### config.mk
export PLATFORM = sky130hd
export DESIGN_NAME = uart_cmd_ctrl
export DESIGN_NICKNAME = d
export VERILOG_FILES = /design/src/rtl/uart_cmd_ctrl.sv
export SDC_FILE = /design/constraint.sdc
export NUM_CORES = 1
export LEC_CHECK = 0
export ABC_CLOCK_PERIOD_IN_PS = 5550
export CAP_MARGIN = 20
export CELL_PAD_IN_SITES_DETAIL_PLACEMENT = 1
export CELL_PAD_IN_SITES_GLOBAL_PLACEMENT = 2
export CORE_ASPECT_RATIO = 1.5
export CORE_MARGIN = 2
export CORE_UTILIZATION = 32
export DETAILED_ROUTE_END_ITERATION = 6
export PLACE_DENSITY = 0.94
export SLEW_MARGIN = 20
export SYNTH_ARGS = -nofsm -noshare
export SYNTH_HDL_FRONTEND = slang
export SYNTH_SLANG_ARGS = --single-unit
### constraint.sdc
create_clock -name clk -period 5.55 [get_ports clk]
set_clock_uncertainty 0.2 [all_clocks]
set_input_delay 1.3875 -clock clk [delete_from_list [all_inputs] [get_ports clk]]
set_output_delay 1.3875 -clock clk [all_outputs]
set_load 0.02 [all_outputs]
### src/rtl/uart_cmd_ctrl.sv
// rtl/uart_cmd_ctrl.sv - UART byte-stream command parser driving a single-cycle register bus
// Optional checksum byte and compare enabled by defining UART_CMD_CHECKSUM_EN.
module uart_cmd_ctrl #(
    parameter int ADDR_W         = 8,
    parameter int TIMEOUT_CYCLES = 1000000,
    parameter int RD_WAIT        = 16
) (
    input  logic              clk,
    input  logic              rst_n,
    input  logic [7:0]        rx_data,
    input  logic              rx_valid,
    output logic [ADDR_W-1:0] reg_addr,
    output logic [7:0]        reg_wdata,
    output logic              reg_wr,
    output logic              reg_rd,
    input  logic [7:0]        reg_rdata,
    input  logic              reg_rvalid,
    output logic [7:0]        tx_data,
    output logic              tx_valid,
    input  logic              tx_ready,
    output logic              busy,
    output logic              frame_err
);

    localparam int TMO_W = $clog2(TIMEOUT_CYCLES + 1);
    localparam int RD_W  = $clog2(RD_WAIT + 1);

    localparam logic [7:0] SYNC  = 8'hA5;
    localparam logic [7:0] OP_WR = 8'h57;
    localparam logic [7:0] OP_RD = 8'h52;
    localparam logic [7:0] ACK   = 8'h06;
    localparam logic [7:0] NAK   = 8'h15;

    typedef enum logic [2:0] {
        S_IDLE, S_OP, S_ADDR, S_DATA, S_CHK, S_EXEC, S_RDWAIT, S_RESP
    } state_t;

    state_t            state, state_next;
    logic [TMO_W-1:0]  tmo_cnt;
    logic [RD_W-1:0]   rd_cnt;
    logic              is_write;
    logic [7:0]        addr_byte;
    logic              tmo_hit, timed;
    logic              set_op, latch_addr, latch_data, load_resp;
    logic [7:0]        resp_byte;

    assign reg_addr = addr_byte[ADDR_W-1:0];
    assign tmo_hit  = (tmo_cnt == TMO_W'(TIMEOUT_CYCLES - 1));
    assign timed    = (state == S_OP) || (state == S_ADDR) ||
                      (state == S_DATA) || (state == S_CHK);

`ifdef UART_CMD_CHECKSUM_EN
    logic [7:0] chk_expect;
    assign chk_expect = (is_write ? OP_WR : OP_RD) ^ addr_byte ^ (is_write ? reg_wdata : 8'h00);
`endif

    always_ff @(posedge clk) begin
        if (!rst_n) begin
            state <= S_IDLE;
        end else begin
            state <= state_next;
        end
    end

    always_comb begin
        state_next = state;
        frame_err  = 1'b0;
        reg_wr     = 1'b0;
        reg_rd     = 1'b0;
        set_op     = 1'b0;
        latch_addr = 1'b0;
        latch_data = 1'b0;
        load_resp  = 1'b0;
        resp_byte  = 8'h00;
        tx_valid   = (state == S_RESP);
        busy       = (state != S_IDLE);
        case (state)
            S_IDLE: begin
                if (rx_valid && rx_data == SYNC) state_next = S_OP;
            end
            S_OP: begin
                if (rx_valid) begin
                    if (rx_data == OP_WR || rx_data == OP_RD) begin
                        set_op     = 1'b1;
                        state_next = S_ADDR;
                    end else begin
                        frame_err  = 1'b1;
                        load_resp  = 1'b1;
                        resp_byte  = NAK;
                        state_next = S_RESP;
                    end
                end else if (tmo_hit) begin
                    frame_err  = 1'b1;
                    state_next = S_IDLE;
                end
            end
            S_ADDR: begin
                if (rx_valid) begin
                    latch_addr = 1'b1;
`ifdef UART_CMD_CHECKSUM_EN
                    state_next = is_write ? S_DATA : S_CHK;
`else
                    state_next = is_write ? S_DATA : S_EXEC;
`endif
                end else if (tmo_hit) begin
                    frame_err  = 1'b1;
                    state_next = S_IDLE;
                end
            end
            S_DATA: begin
                if (rx_valid) begin
                    latch_data = 1'b1;
`ifdef UART_CMD_CHECKSUM_EN
                    state_next = S_CHK;
`else
                    state_next = S_EXEC;
`endif
                end else if (tmo_hit) begin
                    frame_err  = 1'b1;
                    state_next = S_IDLE;
                end
            end
`ifdef UART_CMD_CHECKSUM_EN
            S_CHK: begin
                if (rx_valid) begin
                    if (rx_data == chk_expect) begin
                        state_next = S_EXEC;
                    end else begin
                        frame_err  = 1'b1;
                        load_resp  = 1'b1;
                        resp_byte  = NAK;
                        state_next = S_RESP;
                    end
                end else if (tmo_hit) begin
                    frame_err  = 1'b1;
                    state_next = S_IDLE;
                end
            end
`endif
            S_EXEC: begin
                if (is_write) begin
                    reg_wr     = 1'b1;
                    load_resp  = 1'b1;
                    resp_byte  = ACK;
                    state_next = S_RESP;
                end else begin
                    reg_rd     = 1'b1;
                    state_next = S_RDWAIT;
                end
            end
            S_RDWAIT: begin
                // Data arriving on the last wait cycle still counts.
                if (reg_rvalid) begin
                    load_resp  = 1'b1;
                    resp_byte  = reg_rdata;
                    state_next = S_RESP;
                end else if (rd_cnt == RD_W'(RD_WAIT - 1)) begin
                    frame_err  = 1'b1;
                    load_resp  = 1'b1;
                    resp_byte  = NAK;
                    state_next = S_RESP;
                end
            end
            S_RESP: begin
                if (tx_ready) state_next = S_IDLE;
            end
            default: state_next = S_IDLE;
        endcase
    end

    always_ff @(posedge clk) begin
        if (!rst_n) begin
            tmo_cnt   <= '0;
            rd_cnt    <= '0;
            is_write  <= 1'b0;
            addr_byte <= 8'h00;
            reg_wdata <= 8'h00;
            tx_data   <= 8'h00;
        end else begin
            // Every accepted byte in a timed state changes state, so this also clears per byte.
            if (state_next != state || !timed) tmo_cnt <= '0;
            else                               tmo_cnt <= tmo_cnt + TMO_W'(1);
            if (state == S_RDWAIT && state_next == S_RDWAIT) rd_cnt <= rd_cnt + RD_W'(1);
            else                                             rd_cnt <= '0;
            if (set_op)     is_write  <= (rx_data == OP_WR);
            if (latch_addr) addr_byte <= rx_data;
            if (latch_data) reg_wdata <= rx_data;
            if (load_resp)  tx_data   <= resp_byte;
        end
    end

endmodule

Yosys cells after proc, flatten, opt, wreduce, memory -nomap -nowiden

Cells that the tools add are included.

Flip-flop bits (word level): 53
Input bits: 21
Word-level logic and storage cells: 75

Add/subtract/negate cells: 2
Eq/ne operators: 14
Muxes and demuxes: 38
Bitwise operators: 1
Reductions and logical operators: 13

Operator list:

| kind                                                            | number |
|---|---|
| 3-bit two-way mux                                               | 11 |
| 8-bit case mux with 3 select lines                              | 1 |
| 3-bit case mux with 7 select lines                              | 1 |
| 20-bit by 1-bit adder with 20-bit output, second input constant | 1 |
| 20-bit == test, second input constant                           | 1 |
| 1-bit two-way mux                                               | 19 |
| 8-bit by 7-bit == test with 1-bit output, second input constant | 2 |
| 3-bit == test, second input constant                            | 5 |
| 5-bit two-way mux                                               | 3 |
| 8-bit == test, second input constant                            | 1 |
| 8-bit two-way mux                                               | 1 |
| 3-bit by 2-bit == test with 1-bit output, second input constant | 2 |
| 1-bit case mux with 3 select lines                              | 2 |
| 5-bit by 1-bit adder with 5-bit output, second input constant   | 1 |
| 5-bit by 4-bit == test with 1-bit output, second input constant | 1 |
| 1-bit logical OR                                                | 5 |
| 2-bit OR reduction                                              | 2 |
| 3-bit by 1-bit == test with 1-bit output, second input constant | 1 |
| 3-bit zero test                                                 | 1 |
| 3-bit inequality test                                           | 1 |
| 3-bit nonzero test                                              | 1 |
| 1-bit logical AND                                               | 2 |
| 2-bit AND reduction                                             | 1 |
| 1-bit zero test                                                 | 1 |
| 1-bit NOT                                                       | 1 |

Logic depth before layout (Yosys ltp)

Gate-level depths: netlist of run 1.

Word-level depth: 8
Gate-level depth with buffers: 8

Least setup slack after synthesis of run 1

OpenSTA, ideal clock, no wires.

Path type: input -> output
Start point: in rx_data[5]
End point: out frame_err
Arrival: 2463 ps
Required time: 3963 ps
Setup slack: 1500 ps
Cell stages on the path: 5
Path buffers: 0
Cells stage by stage: nand4bb_1 o31ai_2 inv_1 nor2_1 o32ai_1

Cells in the longest elaborated chain, start to end: 5

RTL lines:

| item                                     | line | RTL |
|---|---|---|
| from (decl)                              | 10   | `input logic [7:0] rx_data,` |
| 8-bit by 7-bit == test with 1-bit output | 83   | `if (rx_data == OP_WR \|\| rx_data == OP_RD) begin` |
| 1-bit logical OR *                       | 83   |  |
| 1-bit two-way mux *                      | 83   |  |
| 1-bit two-way mux *                      | 82   | `if (rx_valid) begin` |
| 1-bit case mux with 3 select lines *     | 77   | `case (state)` |
| to (decl)                                | 22   | `output logic frame_err` |

Mark *: on every way between the ends. The rest lies on a longest branch, timed or not.

Worst setup path in the final report of run 1

Start point: in rx_valid
End point: out frame_err

Cells in the longest elaborated chain, start to end: 2

RTL lines:

| item                                 | line    | RTL |
|---|---|---|
| from (decl)                          | 11      | `input logic rx_valid,` |
| 1-bit two-way mux (on tied branches) | 111, 82 |  |
| 1-bit case mux with 3 select lines * | 77      |  |

Marked as above.

==> flow_metrics.tcl, run 1 <==
set metrics [dict create \
    cp_top_family "buffers and inverters" \
    met2_length_um 3537 \
    cts.sinks 53 \
    final_core_util 0.4171 \
    first_pass_iters 4 \
    detail_route.wirelength.met1_um 2656 \
    cts_tree "done" \
    critPathBufInv 3 \
    worst_r2r_startpoint "state[1]" \
    clockBufferDepth 2 \
    crit_fanout 7 \
    viasPerCell 5.128 \
    yosysSeqAreaShare 0.4324 \
    worst_pin_slew_ns 0.8178 \
    required_ns 3.96 \
    n_fill_cell 917 \
    area_growth_pct 27.74 \
    crit_path_cell_trace "clkdlybuf4s50_1 -> and4bb_2 -> o31ai_2 -> inv_1 -> nor2_1 -> o32ai_1 -> clkdlybuf4s50_1" \
    crit_cells 7 \
    hold_buffers 0 \
    power.leakage_uw 0.001059 \
    hold_class "flop to flop" \
    post-route-period-util 0.9037 \
    rsz0062_at_grt "no" \
    ys.warnings.count 0 \
    relSlewSlack 0.4542 \
    cts.repair.resized 0 \
    fin_tns_setup_ns 0 \
    path_common_cell "clkdlybuf4s50_1" \
    r2r_end "tmo_cnt[18]" \
    critPathKind "input pin to primary output" \
    worstSkewPairLatency_ns 0.28 \
    io_pins 50 \
    via_count 2277 \
    finalPower_uw 696.3 \
    cts_root_buf "clkbuf_16" \
    hpwl_um 4965 \
    fin_cells 444 \
    synth_ff_type "dfxtp_1" \
    grt_max_degree 26 \
    crit_start "rx_valid" \
    first_global_vias 2280 \
    layout_common_cells "53 x dfxtp_1, 49 x nand2_1, 49 x clkdlybuf4s50_1" \
    layout_min_cycle_time_ns 5.016 \
    clkTransAtPathRegs_ns 0.06 \
    pwr_density_cell_nw_per_um2 222.2 \
    dp_cells 438 \
    synth-edff-count 0 \
    drc 0 \
    start_util 0.3265 \
    slowest_delay_ns 0.67 \
    grt.total_usage 0.1639 \
    crit_end "frame_err" \
    cp_data_arrival_time_ns 3.43 \
    rows 39 \
    syn-num-nets 327 \
    drtIter0Drc 90 \
    r2r_setup_slack_ns 3.18 \
    finalHoldWorstSlack_ns 0.2540 \
    drtAntennaViolNets 0 \
    die_h_um 111.2 \
    post_cts_buffers 0 \
    wire_per_inst_um 14.75 \
    top_layer_used "met4" \
    wl_met3_um 179 \
    cpMaxStageDelayCell "clkdlybuf4s50_1" \
    grt_pass1_wl_um 10850 \
    yosysUniqueCellTypes 45 \
    setup.worst_path.end_class "primary output" \
    syn_inst 303 \
    htree_levels 2 \
    die_w_um 75.50 \
    fp.dieArea_um2 8398 \
    nNetsFinal 367 \
    syn_area_per_cell_um2 8.098 \
    overflow 0 \
    cap_violations 0 \
    finalHoldViolCount 0 \
    final_common_cell "dfxtp_1" \
    synth-seq-cells 53 \
    max_freq_mhz 199.4 \
    drv_slew 0 \
    status "finished clean" \
    design.core.area_um2 7515 \
    wl_um 6551 \
    synth_area_um2 2454 \
    antenna_cells 0 \
    portBuffers 49 \
    layout-drive-gt1-share 0.04386 \
    gp_congestion 0.8267 \
    vdd_drop_max_uv 120.5 \
    start_kind "input pin" \
    cts-buffers-inserted 5 \
    r2r_cells 4 \
    antenna_found_initial 0 \
    async_reset_ff_frac 0 \
    setup_violations 0 \
]
report_power, final:
part	switching (uW)	leakage, uW	internal, uW	total [uW]
logic	13.0	0.000567	15.4	28.4
clock network	126	0.0000655	161	288
registers	0.0789	0.000427	380	380
total	139	0.00106	557	696
cells in the mapped netlist, types with 2 or more instances:
cell type	number	area, um2
nand3_1	19	95.09
a21oi_1	34	170.2
nor3_1	13	65.06
nor2b_1	3	18.77
inv_1	8	30.03
xnor2_1	9	78.83
and3_1	7	43.79
o21ai_0	5	25.02
clkbuf_1	13	48.80
buf_2	3	15.01
or3_1	2	12.51
xor2_1	12	105.1
dfxtp_1	53	1061
nand3b_1	2	15.01
nand2b_1	5	31.28
or4_1	4	30.03
nand4_1	8	50.05
ha_1	3	37.54
nor2_1	25	93.84
nand2_1	49	183.9
nand4bb_1	2	22.52
cells by family after synthesis:
family / synth area share
DFF: 0.4324
AOI/OAI and AO/OA: 0.1168
xor gates and xnor gates: 0.07496
muxes: 0.004080
buffers and inverters: 0.04283
adders and majority gates: 0.01530
and+or+nand+nor: 0.3136
sequential cells by signal (all words and copies together) (netlist names):
signal,count
is_write,1
rd_cnt,5
reg_addr,8
reg_wdata,8
state,3
tmo_cnt,20
tx_data,8
metrics by stage:
step,setup slack [ns],cell area [um2]
3_3_place_gp,0.5516,3004
2_1_floorplan,1.500,2454
6_report,0.5345,3134
3_5_place_dp,0.5358,3004
4_1_cts,0.5235,3134
5_1_grt,0.4707,3134
how the worst min path moves through the flow:
stage / from / end / slack [ns] / cells past startpoint
final: reg_wdata[5] / reg_wdata[5] / 0.25 / 2
after global routing: reg_addr[2] / reg_addr[2] / 0.28 / 2
after CTS: reg_wdata[5] / reg_wdata[5] / 0.26 / 2
after detailed placement: rd_cnt[0] / rd_cnt[0] / 0.25 / 1
after global placement: rd_cnt[0] / rd_cnt[0] / 0.23 / 1
after floorplan: rd_cnt[0] / rd_cnt[0] / 0.22 / 1
metal layers:
metal,track usage,up-vias
met5,0,-
met4,0.06082,0
met3,0.02364,12
met2,0.2916,47
met1,0.1899,1099
li1,-,1119
area by class of cell:
type | count | area [um2] | area share
multi-input cells | 225 | 1287 | 0.4108
flip-flops and latches | 53 | 1061 | 0.3385
repair buffers | 50 | 498.0 | 0.1589
well taps | 102 | 127.6 | 0.04072
clock buffers | 5 | 125.1 | 0.03992
inverters | 8 | 30.03 | 0.009581
clock inverters | 1 | 5.005 | 0.001597
tightest hold or removal path: stages (launching register included):
cell,delay [ns]
dfxtp_1,0.31
nand2_1,0.05
a21oi_1,0.05
Power figures use the tool's default switching activity.
==> inputs of run 2 (changes only) <==
CORE_ASPECT_RATIO = default   (was 1.5)
==> flow_metrics.tcl, run 2 (synthesis results as in run 1) <==
set metrics [dict create \
    max_freq_mhz 199.4 \
    hold_start "rd_cnt[0]" \
    r2r_end "tmo_cnt[16]" \
    via_count 2215 \
    grt_pass1_wl_um 11300 \
    wire_per_inst_um 14.94 \
    hold_class "flop to flop" \
    first_pass_iters 4 \
    cts.repair.resized 0 \
    hold_buffers 0 \
    clockBufferDepth 2 \
    grt.total_usage 0.1677 \
    drv_slew 0 \
    design.core.area_um2 7331 \
    path_common_cell "clkdlybuf4s50_1" \
    crit_start "rx_valid" \
    die_w_um 91.57 \
    grt_max_degree 26 \
    worstHoldPathCells 1 \
    power.leakage_uw 0.001052 \
    area_growth_pct 27.03 \
    setup_violations 0 \
    dp_slack_ns 0.5538 \
    finalHoldViolCount 0 \
    vdd_drop_max_uv 106.1 \
    start_util 0.3347 \
    slowest_delay_ns 0.66 \
    worstSkewPairLatency_ns 0.30 \
    worst_r2r_startpoint "state[1]" \
    nNetsFinal 367 \
    rsz0062_at_grt "no" \
    drc 0 \
    antenna_found_initial 0 \
    layout_min_cycle_time_ns 5.016 \
    post-route-period-util 0.9038 \
    n_fill_cell 894 \
    viasPerCell 5.000 \
    holdPathEnd "rd_cnt[0]" \
    cts_root_buf "clkbuf_8" \
    required_ns 3.96 \
    pwr_density_cell_nw_per_um2 217.3 \
    regMostFlops "tmo_cnt" \
    status "finished clean" \
    fp.dieArea_um2 8384 \
    portBuffers 49 \
    largest_register_ffs 20 \
    post_cts_buffers 0 \
    r2r_setup_slack_ns 3.18 \
    overflow 0 \
    dp_cells 435 \
    layout-drive-gt1-share 0.04651 \
    final-seq-area_um2 1061 \
    multi_input_area_um2 1287 \
    cts_tree "done" \
    final_core_util 0.4252 \
    rows 31 \
    start_kind "input pin" \
    fin_tns_setup_ns 0 \
    crit_path_cell_trace "clkdlybuf4s50_1 -> and4bb_2 -> o31ai_2 -> inv_1 -> nor2_1 -> o32ai_1 -> clkdlybuf4s50_1" \
    drtIter0Drc 63 \
    relSlewSlack 0.4578 \
    cts.sinks 53 \
    layout_setup_ws_ns 0.5340 \
    clkTransAtPathRegs_ns 0.09 \
    htree_levels 2 \
    cp_top_family "buffers and inverters" \
    cpMaxStageDelayCell "clkdlybuf4s50_1" \
    wl_um 6618 \
    drtAntennaViolNets 0 \
    io_pins 50 \
    cp_data_arrival_time_ns 3.43 \
    cts-buffers-inserted 5 \
    critPathKind "input pin to primary output" \
    worst_pin_slew_ns 0.8123 \
    gp_congestion 0.7638 \
    layout_common_cells "53 x dfxtp_1, 49 x nand2_1, 49 x clkdlybuf4s50_1" \
    first_global_vias 2311 \
    r2r_cells 4 \
    setup.worst_path.end_class "primary output" \
    crit_fanout 7 \
    critPathBufInv 3 \
    cap_violations 0 \
    fin_cells 443 \
    die_h_um 91.57 \
    final_common_cell "dfxtp_1" \
    antenna_cells 0 \
    hpwl_um 4847 \
]
-- run 2: routing by layer --
metal / part of all wire / vias to the layer above / global-route usage
met5: 0 / - / 0
met4: 0.014 / 0 / 0.05808
met3: 0.033 / 5 / 0.02905
met2: 0.48 / 31 / 0.2819
met1: 0.47 / 1051 / 0.2157
li1: - / 1128 / -
-- run 2: layout make-up --
type,count,share of cell area
repair buffers,50,0.1598
clock buffers,7,0.02770
well taps,99,0.03974
multi-input cells,225,0.4131
inverters,8,0.009635
flip-flops and latches,53,0.3404
clock inverters,1,0.009635
-- run 2: worst max-delay path by stage --
stage                      to  depth (start not counted)
detailed placement  frame_err                          7
floorplan           frame_err                          5
global placement    frame_err                          7
finish              frame_err                          7
global route        frame_err                          6
CTS                 frame_err                          7
-- run 2: stage by stage --
step	hold slack (ns)	area [um2]	power, uW
2_1_floorplan	0.2175	2454	397.1
3_3_place_gp	0.2307	3000	416.5
3_5_place_dp	0.2465	3000	417.6
4_1_cts	0.2613	3117	688.3
5_1_grt	0.2771	3117	703.5
6_report	0.2547	3117	677.3
-- run 2: power breakdown --
| part | total [uW] | switching (uW) | leakage (uW) | internal, uW |
|---|---|---|---|---|
| sequential | 380 | 0.0806 | 0.000427 | 380 |
| clock | 269 | 121 | 0.0000585 | 147 |
| combinational | 28.8 | 13.4 | 0.000567 | 15.3 |
| total | 677 | 135 | 0.00105 | 542 |
